## src/rtl/multi_button_led_ctrl.sv

```systemverilog
// N-channel button-to-LED controller: per-channel 2-FF synchroniser, debouncer,
// hold timer and mode logic (momentary / toggle / blink-toggle / short-long).
module multi_button_led_ctrl #(
  parameter int N_CH            = 4,
  parameter int DEBOUNCE_CYCLES = 100_000,
  parameter int LONG_CYCLES     = 10_000_000,
  parameter int BLINK_HALF      = 2_500_000
) (
  input  logic              clk,
  input  logic              rst_n,
  input  logic [N_CH-1:0]   push_button,
  input  logic [2*N_CH-1:0] mode,
  output logic [N_CH-1:0]   led_out,
  output logic [N_CH-1:0]   btn_state,
  output logic [N_CH-1:0]   press_pulse,
  output logic [N_CH-1:0]   long_pulse
);

  localparam int DEB_W   = (DEBOUNCE_CYCLES > 1) ? $clog2(DEBOUNCE_CYCLES) : 1;
  localparam int HOLD_W  = $clog2(LONG_CYCLES + 1);
  localparam int BLINK_W = (BLINK_HALF > 1) ? $clog2(BLINK_HALF) : 1;

  localparam logic [DEB_W-1:0]   DEB_LAST   = DEB_W'(DEBOUNCE_CYCLES - 1);
  localparam logic [HOLD_W-1:0]  LONG_MAX   = HOLD_W'(LONG_CYCLES);
  localparam logic [BLINK_W-1:0] BLINK_LAST = BLINK_W'(BLINK_HALF - 1);

  localparam logic [1:0] MODE_MOMENTARY = 2'b00;
  localparam logic [1:0] MODE_TOGGLE    = 2'b01;
  localparam logic [1:0] MODE_BLINK     = 2'b10;
  localparam logic [1:0] MODE_SHORTLONG = 2'b11;

  // Shared blink timebase; every blink-mode channel sees the same phase.
  logic [BLINK_W-1:0] blink_cnt_reg;
  logic               phase_reg;
  logic               phase_next;

  always_comb begin
    phase_next = phase_reg;
    if (blink_cnt_reg == BLINK_LAST) begin
      phase_next = ~phase_reg;
    end
  end

  always_ff @(posedge clk) begin
    if (!rst_n) begin
      blink_cnt_reg <= '0;
      phase_reg     <= 1'b0;
    end else begin
      if (blink_cnt_reg == BLINK_LAST) begin
        blink_cnt_reg <= '0;
      end else begin
        blink_cnt_reg <= blink_cnt_reg + 1'b1;
      end
      phase_reg <= phase_next;
    end
  end

  genvar gi;
  generate
    for (gi = 0; gi < N_CH; gi++) begin : g_ch
      logic [1:0]        sync_reg;
      logic [DEB_W-1:0]  deb_cnt_reg;
      logic              btn_reg;
      logic [HOLD_W-1:0] hold_reg;
      logic [HOLD_W-1:0] hold_inc;
      logic [1:0]        mode_prev_reg;
      logic [1:0]        ch_mode;
      logic              st_reg;
      logic              st_next;
      logic              led_reg;
      logic              led_next;
      logic              pulse_reg;
      logic              long_reg;
      logic              mode_chg;
      logic              settle;
      logic              rise_evt;
      logic              fall_evt;
      logic              long_evt;

      always_comb begin
        ch_mode  = mode[2*gi +: 2];
        mode_chg = (ch_mode != mode_prev_reg);

        // The debounced level flips this cycle; rise/fall coincide with the flip.
        settle   = (sync_reg[1] != btn_reg) && (deb_cnt_reg == DEB_LAST);
        rise_evt = settle && sync_reg[1];
        fall_evt = settle && !sync_reg[1];

        hold_inc = (hold_reg == LONG_MAX) ? hold_reg : hold_reg + 1'b1;
        long_evt = btn_reg && (hold_reg != LONG_MAX) && (hold_inc == LONG_MAX);

        st_next  = st_reg;
        led_next = 1'b0;
        if (mode_chg) begin
          st_next  = 1'b0;
          led_next = 1'b0;
        end else begin
          case (ch_mode)
            MODE_MOMENTARY: begin
              st_next  = 1'b0;
              led_next = btn_reg;
            end
            MODE_TOGGLE: begin
              if (rise_evt) st_next = ~st_reg;
              led_next = st_next;
            end
            MODE_BLINK: begin
              if (rise_evt) st_next = ~st_reg;
              led_next = st_next & phase_next;
            end
            default: begin
              // A release that also completes the long hold counts as long, not short.
              if (long_evt) begin
                st_next = 1'b0;
              end else if (fall_evt && (hold_inc != LONG_MAX)) begin
                st_next = ~st_reg;
              end
              led_next = st_next;
            end
          endcase
        end
      end

      always_ff @(posedge clk) begin
        if (!rst_n) begin
          sync_reg      <= 2'b00;
          deb_cnt_reg   <= '0;
          btn_reg       <= 1'b0;
          hold_reg      <= '0;
          mode_prev_reg <= 2'b00;
          st_reg        <= 1'b0;
          led_reg       <= 1'b0;
          pulse_reg     <= 1'b0;
          long_reg      <= 1'b0;
        end else begin
          sync_reg <= {sync_reg[0], push_button[gi]};

          if (sync_reg[1] == btn_reg) begin
            deb_cnt_reg <= '0;
          end else if (deb_cnt_reg == DEB_LAST) begin
            btn_reg     <= sync_reg[1];
            deb_cnt_reg <= '0;
          end else begin
            deb_cnt_reg <= deb_cnt_reg + 1'b1;
          end

          if (!btn_reg) begin
            hold_reg <= '0;
          end else begin
            hold_reg <= hold_inc;
          end

          mode_prev_reg <= ch_mode;
          st_reg        <= st_next;
          led_reg       <= led_next;
          pulse_reg     <= rise_evt;
          long_reg      <= long_evt && (ch_mode == MODE_SHORTLONG) && !mode_chg;
        end
      end

      assign led_out[gi]     = led_reg;
      assign btn_state[gi]   = btn_reg;
      assign press_pulse[gi] = pulse_reg;
      assign long_pulse[gi]  = long_reg;
    end
  endgenerate

endmodule

```

## config.mk

```make
export PLATFORM = sky130hd
export DESIGN_NAME = multi_button_led_ctrl
export DESIGN_NICKNAME = d
export VERILOG_FILES = /design/src/rtl/multi_button_led_ctrl.sv
export SDC_FILE = /design/constraint.sdc
export NUM_CORES = 1
export LEC_CHECK = 0
export BUFFER_PORTS_ARGS = -buffer_cell sky130_fd_sc_hd__buf_2
export CAP_MARGIN = 10
export CORE_ASPECT_RATIO = 0.75
export CORE_MARGIN = 2
export CORE_UTILIZATION = 50
export DETAILED_ROUTE_END_ITERATION = 6
export MAX_ROUTING_LAYER = met4
export PLACE_DENSITY = 0.75
export RECOVER_POWER = 50
export SYNTH_ARGS = -nofsm -noshare
export SYNTH_HDL_FRONTEND = slang
export SYNTH_SLANG_ARGS = --single-unit
```

## constraint.sdc

```tcl
create_clock -name clk -period 4.4 [get_ports clk]
set_input_delay 0.88 -clock clk [delete_from_list [all_inputs] [get_ports clk]]
set_output_delay 0.88 -clock clk [all_outputs]
set_load 0.02 [all_outputs]
```

==> reports/qor.yml <==
route:
  drtPass1Iterations: 5
  via_count: 9268
  first_iter_violations: 721
  avgViaCountPerCell: 5.45
  drcViolationCount: 0
  wl_per_cell_um: 13.4
  ant_nets: 0
  wl_um: 22700
critical_path:
  worstPathArrival_ps: 4020
  worstSetupPathType: "reg -> reg"
  setup.worst_path.end_class: "register"
  required_ps: 4840
  start_kind: "register"
  crit_fanout: 8
  worstRegToRegCells: 9
min_path:
  worst_hold_path_type: "reg -> reg"
  whs_path_depth: 1
timing:
  min_period_ps: 3590
  slew_headroom: 0.169
  finClkSkew_ps: 27.2
  final_max_slew_viol_count: 0
  timing.hold.ws_ps: 437
  worst_pin_slew_ps: 1250
  timing.fmax_mhz: 279
  finalHoldViolCount: 0
  grt_setup_unrepaired: "false"
  fin_crit_sh: 0.815
  fin_tns_setup_ps: 0
  setup_violations: 0
floorplanning:
  pin_count: 30
  die_y_um: 136
  die-width_um: 180
  core_sq_um: 22900
  fp.dieArea_sq_um: 24400
  initial_core_util: 0.507
  row_count: 48
placed_design:
  placed_area_sq_um: 11800
  io_buffers: 29
  place_congestion: 0.916
  dp_hpwl_um: 15900
synth:
  synth_seq_cells: 223
  synth_seq_area_share: 0.385
  synth_edf_count: 0
  syn_nets: 1436
  synthCells: 1389
  synth_flop_cell: "dfxtp_1"
  ys_warn_count: 0
  async_flop_share: 0
  syn_avg_cell_area_sq_um: 8.35
  syn_area_sq_um: 11600
  synthDistinctLibCells: 70
clock_network:
  clock_latency_ps: 520
  cts_max_path_buffers: 3
  cts_setup_buffers: 0
  cts_resized: 0
  clkTransAtPathRegs_ps: 60
  clockRootBuffer: "clkbuf_16"
  clock-sinks: 223
  cts-buffers-inserted: 24
  cts_hold_buf: 0
  h-tree-depth: 1
  cts_tree: "done"
grt:
  grtUsageTotal: 0.188
  grt_max_degree: 29
  grt_pass1_wl_um: 38800
  grt_overflow: 0
  antenna_found_initial: 0
  grt_pass1_vias: 8257
finish:
  utilization: 0.549
  layout_common_cells: "nor2_1 (227), dfxtp_1 (223), xor2_1 (94)"
  layout-drive-gt1-share: 0.0608
  antenna-diode-count: 0
  syn_to_final_growth_pct: 8.38
  fin_nets: 1428
  final_common_cell: "nor2_1"
  design_area_sq_um: 12600
  largest_reg_flops: 96
  fillers: 2104
pwr:
  ir_worst_vdd_v: 0.000269
  cellPowerDensity_nw_per_um2: 326
  leakagePower_nw: 4.17
job:
  cap_violations: 0
status:
  status: "finished, final reports clean"
per-stage QoR:
step	cells	setup slack (ps)	power (mW)
after floorplan	1389	1230	2.12
final	1699	814	4.09
after global placement	1655	1020	2.14
after global routing	1699	529	4.24
after detailed placement	1655	878	2.15
after CTS	1699	843	4.14
worst max-delay path: stages (launching register included):
cell and delay [ps]:
dfxtp_1 420, ha_1 280, and3_1 360, nand3_1 210, nor4_1 440, mux2_1 370
or4_1 410, nor4_1 410, mux2_2 400, a211oi_1 220
worst paths after layout:
check	start	end	slack [ps]
setup reg to reg	g_ch[0].hold_reg[1]$_SDFF_PN0_	g_ch[0].led_reg$_SDFF_PP0_	810
setup / recovery	g_ch[0].hold_reg[1]$_SDFF_PN0_	g_ch[0].led_reg$_SDFF_PP0_	810
hold / removal	g_ch[3].sync_reg[0]$_SDFF_PN0_	g_ch[3].sync_reg[1]$_SDFF_PN0_	440
hold reg to reg	g_ch[3].sync_reg[0]$_SDFF_PN0_	g_ch[3].sync_reg[1]$_SDFF_PN0_	440
per-layer routing:
metal / part of all wire / global-route usage
met1: 0.52 / 0.267
met2: 0.42 / 0.278
met3: 0.043 / 0.0271
met4: 0.021 / 0.0547
met5: 0 / -
layout make-up:
type	instances	area (sq um)	area share
Timing Repair Buffer	31	136	0.0108
Multi-Input combinational cell	1049	6610	0.525
Clock buffer	35	703	0.0559
Sequential cell	223	4460	0.355
Tap cell	300	375	0.0299
Clock inverter	9	91.3	0.00727
Inverter	52	195	0.0155
report_power, final:
group          internal [mW]  switching [mW]
sequential              2.03         0.00712
combinational         0.0251          0.0396
clock                   1.18           0.815
cell usage after synthesis (5+ instances only):
cell type | count | share of area
a21o_1 | 5 | 0.0032
a21oi_1 | 32 | 0.014
a31oi_1 | 12 | 0.0065
and2_1 | 29 | 0.016
and3_1 | 35 | 0.019
and4_1 | 14 | 0.011
buf_2 | 7 | 0.0030
buf_4 | 17 | 0.011
clkbuf_1 | 39 | 0.013
dfxtp_1 | 223 | 0.38
ha_1 | 33 | 0.036
inv_1 | 52 | 0.017
mux2_2 | 8 | 0.0078
mux2i_1 | 10 | 0.0086
nand2_1 | 90 | 0.029
nand2b_1 | 10 | 0.0054
nand3_1 | 90 | 0.039
nand3b_1 | 8 | 0.0052
nand4_1 | 42 | 0.023
nand4b_1 | 6 | 0.0045
nor2_1 | 227 | 0.073
nor2b_1 | 19 | 0.010
nor3_1 | 28 | 0.012
nor3b_1 | 12 | 0.0078
nor4_1 | 31 | 0.017
nor4b_1 | 7 | 0.0053
nor4bb_1 | 5 | 0.0043
o21ai_0 | 24 | 0.010
or2_2 | 7 | 0.0038
or3_1 | 16 | 0.0086
or4_1 | 6 | 0.0039
xnor2_1 | 89 | 0.067
xor2_1 | 94 | 0.071
cell families (layout without fill, tap and decap cells):
| group | count (synthesis) | in the layout | synth area share |
|---|---|---|---|
| AOI/OAI and AO/OA | 108 | 108 | 0.0585 |
| xor gates and xnor gates | 183 | 183 | 0.138 |
| adders and majority gates | 33 | 33 | 0.0356 |
| buffers and inverters | 117 | 127 | 0.0456 |
| DFF | 223 | 223 | 0.385 |
| muxes | 19 | 19 | 0.0174 |
| and+or+nand+nor | 706 | 706 | 0.320 |
(Power assumes the default switching activity.)
